`src/rtl/mips_pkg.sv`:
```
// Decode constants and types shared by the ALU and the HI/LO multiply/divide unit.
package mips_pkg;

   localparam logic [5:0] FUNCT_MFHI  = 6'b010000;
   localparam logic [5:0] FUNCT_MFLO  = 6'b010010;
   localparam logic [5:0] FUNCT_MULT  = 6'b011000;
   localparam logic [5:0] FUNCT_MULTU = 6'b011001;
   localparam logic [5:0] FUNCT_DIV   = 6'b011010;
   localparam logic [5:0] FUNCT_DIVU  = 6'b011011;

   typedef enum logic [1:0] {
      IDLE,
      RUN,
      FIX
   } md_state;

   typedef enum logic {
      OP_MUL,
      OP_DIV
   } md_op;

   function automatic logic is_md_funct(input logic [5:0] f);
      return (f == FUNCT_MULT) || (f == FUNCT_MULTU) ||
             (f == FUNCT_DIV)  || (f == FUNCT_DIVU);
   endfunction

   function automatic logic is_signed_funct(input logic [5:0] f);
      return (f == FUNCT_MULT) || (f == FUNCT_DIV);
   endfunction

   function automatic md_op funct_to_op(input logic [5:0] f);
      return ((f == FUNCT_DIV) || (f == FUNCT_DIVU)) ? OP_DIV : OP_MUL;
   endfunction

endpackage

```
`src/rtl/mult_div_unit_if.sv`:
```
// Issue/result bundle between the EX stage and the HI/LO multiply/divide unit.
interface mult_div_unit_if #(
   parameter int WIDTH = 32
);

   logic             start;
   logic [5:0]       funct;
   logic [WIDTH-1:0] rsData;
   logic [WIDTH-1:0] rtData;
   logic             busy;
   logic             done;
   logic [WIDTH-1:0] hi;
   logic [WIDTH-1:0] lo;

   // EX stage issues operations and reads HI/LO.
   modport master (
      output start, funct, rsData, rtData,
      input  busy, done, hi, lo
   );

   modport slave (
      input  start, funct, rsData, rtData,
      output busy, done, hi, lo
   );

endinterface

```
`src/rtl/md_iter_core.sv`:
```
// Unsigned one-bit-per-cycle datapath: shift-add multiply or restoring divide.
module md_iter_core
   import mips_pkg::*;
#(
   parameter int WIDTH = 32,
   parameter int CNT_W = 6
) (
   input  logic               clock,
   input  logic               reset,
   input  logic               load,
   input  logic               step,
   input  md_op               op,
   input  logic [WIDTH-1:0]   init_lo,
   input  logic [WIDTH-1:0]   m,
   output logic [2*WIDTH-1:0] acc,
   output logic               last
);

   logic [2*WIDTH-1:0] acc_q, acc_d;
   logic [WIDTH-1:0]   m_q;
   logic [CNT_W-1:0]   cnt_q;
   logic [WIDTH:0]     sum;
   logic [WIDTH:0]     shifted;
   logic               fits;

   // Multiply keeps {partial, multiplier}; divide keeps {remainder, dividend/quotient}.
   always_comb begin
      sum     = {1'b0, acc_q[2*WIDTH-1:WIDTH]} + (acc_q[0] ? {1'b0, m_q} : '0);
      shifted = acc_q[2*WIDTH-1:WIDTH-1];
      fits    = (shifted >= {1'b0, m_q});
      if (op == OP_MUL) begin
         acc_d = {sum, acc_q[WIDTH-1:1]};
      end else begin
         acc_d = {(fits ? WIDTH'(shifted - {1'b0, m_q}) : shifted[WIDTH-1:0]),
                  acc_q[WIDTH-2:0], fits};
      end
   end

   always_ff @(posedge clock) begin
      // NOTE: non-blocking assignments so every register samples pre-edge values.
      if (reset) begin
         acc_q <= '0;
         m_q   <= '0;
         cnt_q <= '0;
      end else if (load) begin
         acc_q <= {{WIDTH{1'b0}}, init_lo};
         m_q   <= m;
         cnt_q <= '0;
      end else if (step) begin
         acc_q <= acc_d;
         cnt_q <= cnt_q + CNT_W'(1);
      end
   end

   assign acc  = acc_q;
   assign last = (cnt_q == CNT_W'(WIDTH - 1));

endmodule

```
`src/rtl/mult_div_unit.sv`:
```
// Iterative MULT/MULTU/DIV/DIVU unit owning HI/LO; strips signs on issue and
// restores them in a single fix-up cycle after WIDTH iterations.
module mult_div_unit
   import mips_pkg::*;
#(
   parameter int WIDTH = 32,
   parameter int CNT_W = 6
) (
   input  logic          clock,
   input  logic          reset,
   mult_div_unit_if.slave md
);

   md_state            state_q, state_d;
   md_op               op_q, op_in;
   logic               neg_a_q, neg_b_q, bzero_q;
   logic               neg_a_in, neg_b_in, sgn_in;
   logic               issue, step, last, done_q;
   logic [WIDTH-1:0]   a_mag, b_mag, core_lo, core_m;
   logic [WIDTH-1:0]   hi_q, lo_q, fix_hi, fix_lo;
   logic [2*WIDTH-1:0] acc, prod;

   // Operands are reduced to magnitudes; sign flags are zero for unsigned ops.
   assign issue    = md.start && (state_q == IDLE) && is_md_funct(md.funct);
   assign op_in    = funct_to_op(md.funct);
   assign sgn_in   = is_signed_funct(md.funct);
   assign neg_a_in = sgn_in && md.rsData[WIDTH-1];
   assign neg_b_in = sgn_in && md.rtData[WIDTH-1];
   assign a_mag    = neg_a_in ? -md.rsData : md.rsData;
   assign b_mag    = neg_b_in ? -md.rtData : md.rtData;
   assign core_lo  = (op_in == OP_MUL) ? b_mag : a_mag;
   assign core_m   = (op_in == OP_MUL) ? a_mag : b_mag;

   md_iter_core #(
      .WIDTH (WIDTH),
      .CNT_W (CNT_W)
   ) u_core (
      .clock   (clock),
      .reset   (reset),
      .load    (issue),
      .step    (step),
      .op      (op_q),
      .init_lo (core_lo),
      .m       (core_m),
      .acc     (acc),
      .last    (last)
   );

   always_comb begin
      // NOTE: defaults first so no path leaves a signal unassigned (no latch).
      state_d = state_q;
      step    = 1'b0;
      unique case (state_q)
         IDLE: if (issue) state_d = RUN;
         RUN: begin
            step = 1'b1;
            if (last) state_d = FIX;
         end
         FIX:     state_d = IDLE;
         default: state_d = IDLE;
      endcase
   end

   // A zero divisor keeps the all-ones quotient unsigned; the remainder then
   // reconstructs rsData exactly once its sign is restored.
   always_comb begin
      prod   = (neg_a_q ^ neg_b_q) ? -acc : acc;
      fix_hi = prod[2*WIDTH-1:WIDTH];
      fix_lo = prod[WIDTH-1:0];
      if (op_q == OP_DIV) begin
         fix_lo = ((neg_a_q ^ neg_b_q) && !bzero_q) ? -acc[WIDTH-1:0] : acc[WIDTH-1:0];
         fix_hi = neg_a_q ? -acc[2*WIDTH-1:WIDTH] : acc[2*WIDTH-1:WIDTH];
      end
   end

   always_ff @(posedge clock) begin
      if (reset) begin
         state_q <= IDLE;
         op_q    <= OP_MUL;
         neg_a_q <= 1'b0;
         neg_b_q <= 1'b0;
         bzero_q <= 1'b0;
         hi_q    <= '0;
         lo_q    <= '0;
         done_q  <= 1'b0;
      end else begin
         state_q <= state_d;
         done_q  <= (state_q == FIX);
         if (issue) begin
            op_q    <= op_in;
            neg_a_q <= neg_a_in;
            neg_b_q <= neg_b_in;
            bzero_q <= (md.rtData == '0);
         end
         if (state_q == FIX) begin
            hi_q <= fix_hi;
            lo_q <= fix_lo;
         end
      end
   end

   assign md.busy = (state_q != IDLE);
   assign md.done = done_q;
   assign md.hi   = hi_q;
   assign md.lo   = lo_q;

endmodule

```
`src/flat_wrapper.sv`:
```
// flat-port wrapper written by rule: the top's interface ports become plain ports
module mult_div_unit_flat import mips_pkg::*;
#(
   parameter int WIDTH = 32,
   parameter int CNT_W = 6
)
  (clock, reset, md_start, md_funct, md_rsData, md_rtData, md_busy, md_done, md_hi, md_lo);
  mult_div_unit_if #(.WIDTH(WIDTH)) md_i ();
  input  logic clock;
  input  logic reset;
  input wire logic [$bits(md_i.start)-1:0] md_start;
  input wire logic [$bits(md_i.funct)-1:0] md_funct;
  input wire logic [$bits(md_i.rsData)-1:0] md_rsData;
  input wire logic [$bits(md_i.rtData)-1:0] md_rtData;
  output wire logic [$bits(md_i.busy)-1:0] md_busy;
  output wire logic [$bits(md_i.done)-1:0] md_done;
  output wire logic [$bits(md_i.hi)-1:0] md_hi;
  output wire logic [$bits(md_i.lo)-1:0] md_lo;
  assign md_i.start = md_start;
  assign md_i.funct = md_funct;
  assign md_i.rsData = md_rsData;
  assign md_i.rtData = md_rtData;
  assign md_busy = md_i.busy;
  assign md_done = md_i.done;
  assign md_hi = md_i.hi;
  assign md_lo = md_i.lo;
  mult_div_unit #(.WIDTH(WIDTH), .CNT_W(CNT_W)) u_core (.clock(clock), .reset(reset), .md(md_i));
endmodule
```
`config.mk`:
```
export PLATFORM = sky130hd
export DESIGN_NAME = mult_div_unit_flat
export DESIGN_NICKNAME = d
export VERILOG_FILES = /design/src/rtl/mips_pkg.sv /design/src/rtl/mult_div_unit_if.sv /design/src/rtl/md_iter_core.sv /design/src/rtl/mult_div_unit.sv /design/src/flat_wrapper.sv
export SDC_FILE = /design/constraint.sdc
export NUM_CORES = 1
export LEC_CHECK = 0
export BUFFER_PORTS_ARGS = -buffer_cell sky130_fd_sc_hd__buf_2
export CAP_MARGIN = 25
export CORE_AREA = 2 2 207 209
export CTS_BUF_LIST = sky130_fd_sc_hd__clkbuf_8
export CTS_CLUSTER_SIZE = 25
export DETAILED_ROUTE_END_ITERATION = 7
export DIE_AREA = 0 0 209 211
export GPL_ROUTABILITY_DRIVEN = 0
export PLACE_DENSITY = 0.56
export SYNTH_ARGS = -nofsm -noshare
export SYNTH_HDL_FRONTEND = slang
export SYNTH_HIERARCHICAL = 1
export SYNTH_SLANG_ARGS = --single-unit
```
`constraint.sdc`:
```
create_clock -name clock -period 6.35 [get_ports clock]
set_clock_uncertainty 0.15 [all_clocks]
set_input_delay 0.635 -clock clock [delete_from_list [all_inputs] [get_ports clock]]
set_output_delay 0.635 -clock clock [all_outputs]
set_load 0.02 [all_outputs]
```
# Yosys cells after proc, flatten, opt, wreduce, memory -nomap -nowiden
# Index checks and enable logic that the tools add are counted.
# word_totals
reg_bits,173
in_bits,73
wordCells,67
# classes
addsub,8
order_cmp,1
eq_ne,9
mux,19
n_bitwise,1
reduce_logical,17
# op_table
cell,count
32-bit two-way mux,12
64-bit two-way mux,2
32-bit negator,4
64-bit negator,1
32-bit by 32-bit adder with 33-bit output,1
33-bit by 32-bit >= comparator with 1-bit output,1
32-bit zero test,1
32-bit subtractor,1
"6-bit by 5-bit == test with 1-bit output, second input constant",5
"6-bit by 1-bit adder with 6-bit output, second input constant",1
1-bit logical AND,5
1-bit logical OR,5
2-bit two-way mux,2
2-bit case mux with 2 select lines,1
2-bit nonzero test,2
"2-bit by 1-bit == test with 1-bit output, second input constant",1
"2-bit == test, second input constant",1
2-bit zero test,1
1-bit two-way mux,2
"2-bit by 1-bit != test with 1-bit output, second input constant",1
"2-bit != test, second input constant",1
2-bit AND reduction,1
2-bit OR reduction,1
1-bit zero test,1
1-bit bitwise XOR,1

# Longest topological paths before layout
# logic_depth
word_depth,7
ltp_mapped,14
ltp_nobuf,12

# By module
# The synthesis kept the hierarchy.
# by_module_without_submodules
mod,instances,cells_each,area_per_inst_um2,seq_area_each_um2
md_iter_core,1,1057,8241.7,2042.0
mult_div_unit,1,832,6297.3,1421.4

# Worst setup path before layout
# OpenSTA, ideal clock, no wires.
# synth_path
path_type,register to register
start,"register u_core.u_core.acc_q[0], in the netlist u_core/u_core/acc[0]"
end,"register u_core.u_core.acc_q[63], in the netlist u_core/u_core/acc[63]"
t_arrival_ns,3.008
slack_ns,3.077
stages_incl_launch_ff,14
n_path_buf,1
period_less_slack_ns,3.273
path_cell_list,dfxtp_1 > clkbuf_1 > and2_1 > ha_1 > fa_1 > a211oi_1 > o21ai_0 > o211a_1 > o211ai_2 > o31ai_2 > a221oi_2 > o21ai_2 > a211oi_1 > and3b_1
# synth_via
elab_chain_cells,3
# synth_lines
item,line,text
start: declaration,md_iter_core.sv:19,"logic [2*WIDTH-1:0] acc_q, acc_d;"
start signal: assignment,md_iter_core.sv:46,"acc_q <= {{WIDTH{1'b0}}, init_lo};"
32-bit two-way mux,md_iter_core.sv:28,"sum = {1'b0, acc_q[2*WIDTH-1:WIDTH]} + (acc_q[0] ? {1'b0, m_q} : '0);"
32-bit by 32-bit adder with 33-bit output,md_iter_core.sv:28,
64-bit two-way mux,md_iter_core.sv:31,if (op == OP_MUL) begin
# No other way between the ends.
# A chain may end at the register's enable or synchronous reset.

# Worst setup path in the final report
# layout_path
start,"register u_core.u_core.acc_q[0], in the netlist u_core/u_core/acc[0]"
end,"register u_core.u_core.acc_q[60], in the netlist u_core/u_core/acc[60]"
# The elaborated chain is that of the path after synthesis.

==> impl_metrics.env <==
export IMPL_crit_type="reg -> reg"
export IMPL_setup_tns_ns=0
export IMPL_vias_per_cell=5.85
export IMPL_crit_fanout=36
export IMPL_cts_root_buf="clkbuf_8"
export IMPL_syn_nets=2033
export IMPL_critPathArrivalTime_ns=4.36
export IMPL_clk_pin_slew_ns=0.10
export IMPL_required_ns=6.61
export IMPL_ctsHoldBuffers=0
export IMPL_layout_drive_gt1_share=0.114
export IMPL_syn_area_um2=14500
export IMPL_cts_htree_levels=4
export IMPL_grt_max_degree=87
export IMPL_max_freq_mhz=244
export IMPL_met2RoutedLength_um=22800
export IMPL_routed_wl_met3_um=3170
export IMPL_fin_crit_sh=0.644
export IMPL_setup_viol_count_final=0
export IMPL_wl_met1_um=23500
export IMPL_grt_pass1_vias=13700
export IMPL_syn_inst=1889
export IMPL_syn_to_final_growth_pct=10.3
export IMPL_grt_pass1_wl_um=79300
export IMPL_synth_cell_types=89
export IMPL_p_per_area_nw_per_um2=159
export IMPL_detail_route_wl_per_cell_um=20.4
export IMPL_vdd_drop_max_uv=126
export IMPL_cts_made_buffers=17
export IMPL_crit_path_end_kind="register"
export IMPL_dpl_cell_area_um2=15600
export IMPL_leakagePower_nw=6.26
export IMPL_row_count=75
export IMPL_period_minus_slack_ns=4.09
export IMPL_syn_mean_instance_area_um2=7.70
export IMPL_ys_warn_count=6
export IMPL_relSlewSlack=0.219
export IMPL_wl_um=51300
export IMPL_portBuffers=138
export IMPL_finalMaxSlewViolations=0
export IMPL_core_area_um2=41800
export IMPL_start_util=0.348
export IMPL_cap_violations=0
export IMPL_top_layer="met4"
export IMPL_num_vias=14700
export IMPL_hp_class="in -> reg"
export IMPL_postCtsSetupBuffers=0
export IMPL_synth_async_reset_ratio=0
export IMPL_rsz0062_at_grt="false"
export IMPL_synth_edf_count=0
export IMPL_ant_nets=0
export IMPL_dp_hpwl_um=38600
export IMPL_worst_pin_slew_ns=1.16
export IMPL_cts_tree="yes"
export IMPL_ios=139
export IMPL_finalHoldViolCount=0
export IMPL_drt_pass1_iter_count=5
export IMPL_design_area_um2=16000
export IMPL_post_cts_resized=0
export IMPL_cts_buffer_depth=2
export IMPL_cp_start_kind="register"
export IMPL_drc_errors=0
export IMPL_outcome="completed"
export IMPL_grt_ovfl_total=0
export IMPL_ys_ff_latch=173
export IMPL_die_h_um=211
export IMPL_cts_sinks=173
export IMPL_die_w_um=209
export IMPL_ys_seq_area_frac=0.238
export IMPL_gr_usage_all_layers=0.228
export IMPL_insertion_delay_ns=0.50
export IMPL_antenna_found_initial=1
export IMPL_dieArea_um2=44100
export IMPL_yosys_most_used_dff="dfxtp_1"
export IMPL_drtIter0Drc=1415
export IMPL_nets=2100
path summary, 6_finish.rpt:
check	cells past startpoint	end	slack [ns]	start
max	12	u_core/u_core/acc[60]	2.26	u_core/u_core/acc[0]
min	3	u_core/op_q	0.27	md_funct[1]
max reg2reg	12	u_core/u_core/acc[60]	2.26	u_core/u_core/acc[0]
min reg2reg	2	u_core/md.hi[1]	0.31	u_core/md.hi[1]
per-layer routing:
layer,GRT usage,up-vias
li1,-,7055
met1,0.321,6988
met2,0.356,549
met3,0.0274,92
met4,0.0884,0
met5,0,-
worst max-delay path: stages, from the launching register on:
cell,delay (ns)
dfxtp_1,0.36
buf_4,0.36
and2_1,0.24
ha_1,0.26
a211oi_1,0.41
o211ai_2,0.21
a21oi_2,0.45
a2111oi_2,0.20
o2111ai_1,0.44
a21oi_1,0.16
o41a_2,0.40
mux2i_1,0.14
a211oi_1,0.20
synthesized netlist by cell type, types with 12 or more instances:
cell        n  area [um2]
nor3_1     58         290
ha_1       69         863
xor2_1     60         526
nand2b_1   16         100
or3_1      12        75.1
or4_1      14         105
a21oi_1   149         746
dfxtp_1   173        3460
a31oi_1    20         125
nor3b_1    15         113
xnor2_1    99         867
nand4_1    19         119
nand2_1   104         390
mux2i_1   136        1360
o21ai_0    79         395
nand3_1    29         145
inv_1      66         248
a21o_1     22         165
o31ai_1    22         165
and2_1     41         257
a211oi_1   93         698
buf_1      16        60.1
nor4_1     23         144
clkbuf_1   77         289
o211ai_1   15         113
nor2_1    261         980
state kept, by name, summed over array words and instances, names as in the netlist:
name,flops
u_core/neg_b_q,1
u_core/bzero_q,1
u_core/u_core/cnt_q,6
u_core/u_core/acc,64
u_core/state_q,2
u_core/neg_a_q,1
u_core/md.hi,32
u_core/md.done,1
u_core/u_core/m_q,32
u_core/md.lo,32
u_core/op_q,1
kinds of logic (layout without fill, tap and decap cells):
logic type / count (synthesis) / after routing / share of synthesized area
adders and majority gates: 71 / 71 / 0.0621
AOI/OAI and AO/OA: 520 / 520 / 0.240
and+or+nand+nor: 652 / 652 / 0.220
xor gates and xnor gates: 159 / 159 / 0.0958
buffers and inverters: 174 / 254 / 0.0473
muxes: 140 / 140 / 0.0967
other: 0 / 1 / 0
DFF: 173 / 173 / 0.238
power breakdown:
part / internal (mW) / switching [mW]
combinational: 0.219 / 0.380
clock: 0.372 / 0.455
sequential: 1.10 / 0.0343
total: 1.69 / 0.869
through the flow:
step	utilization	setup slack, ns	cells	total power, mW	hold slack, ns
2_1_floorplan	-	3.08	1889	1.57	0.296
3_3_place_gp	0.374	2.41	2475	1.74	0.293
3_5_place_dp	0.374	2.37	2475	1.74	0.297
4_1_cts	0.383	2.32	2507	2.57	0.248
5_1_grt	0.384	2.01	2508	2.67	0.259
6_report	0.384	2.26	2509	2.56	0.269
layout by cell type (no fill, tap or decap), types with 23 or more instances in the layout:
cell	synthesis	routed
nand3_1	29	29
mux2i_1	136	136
dfxtp_1	173	172
a211oi_1	93	93
inv_1	66	66
buf_2	10	137
xor2_1	60	60
nor3_1	58	58
xnor2_1	99	99
a21oi_1	149	149
and2_1	41	40
nor4_1	23	23
nor2_1	261	261
o21ai_0	79	79
ha_1	69	69
nand2_1	104	103
layout make-up:
class / instances / area (um2)
repair buffers: 154 / 826
multi-input cells: 1542 / 10400
clock buffers: 19 / 262
fillers: 4322 / 25700
clock inverters: 13 / 138
diodes: 1 / 2.50
well taps: 539 / 674
inverters: 68 / 256
flip-flops and latches: 173 / 3470
Power figures use the tool's default switching activity.
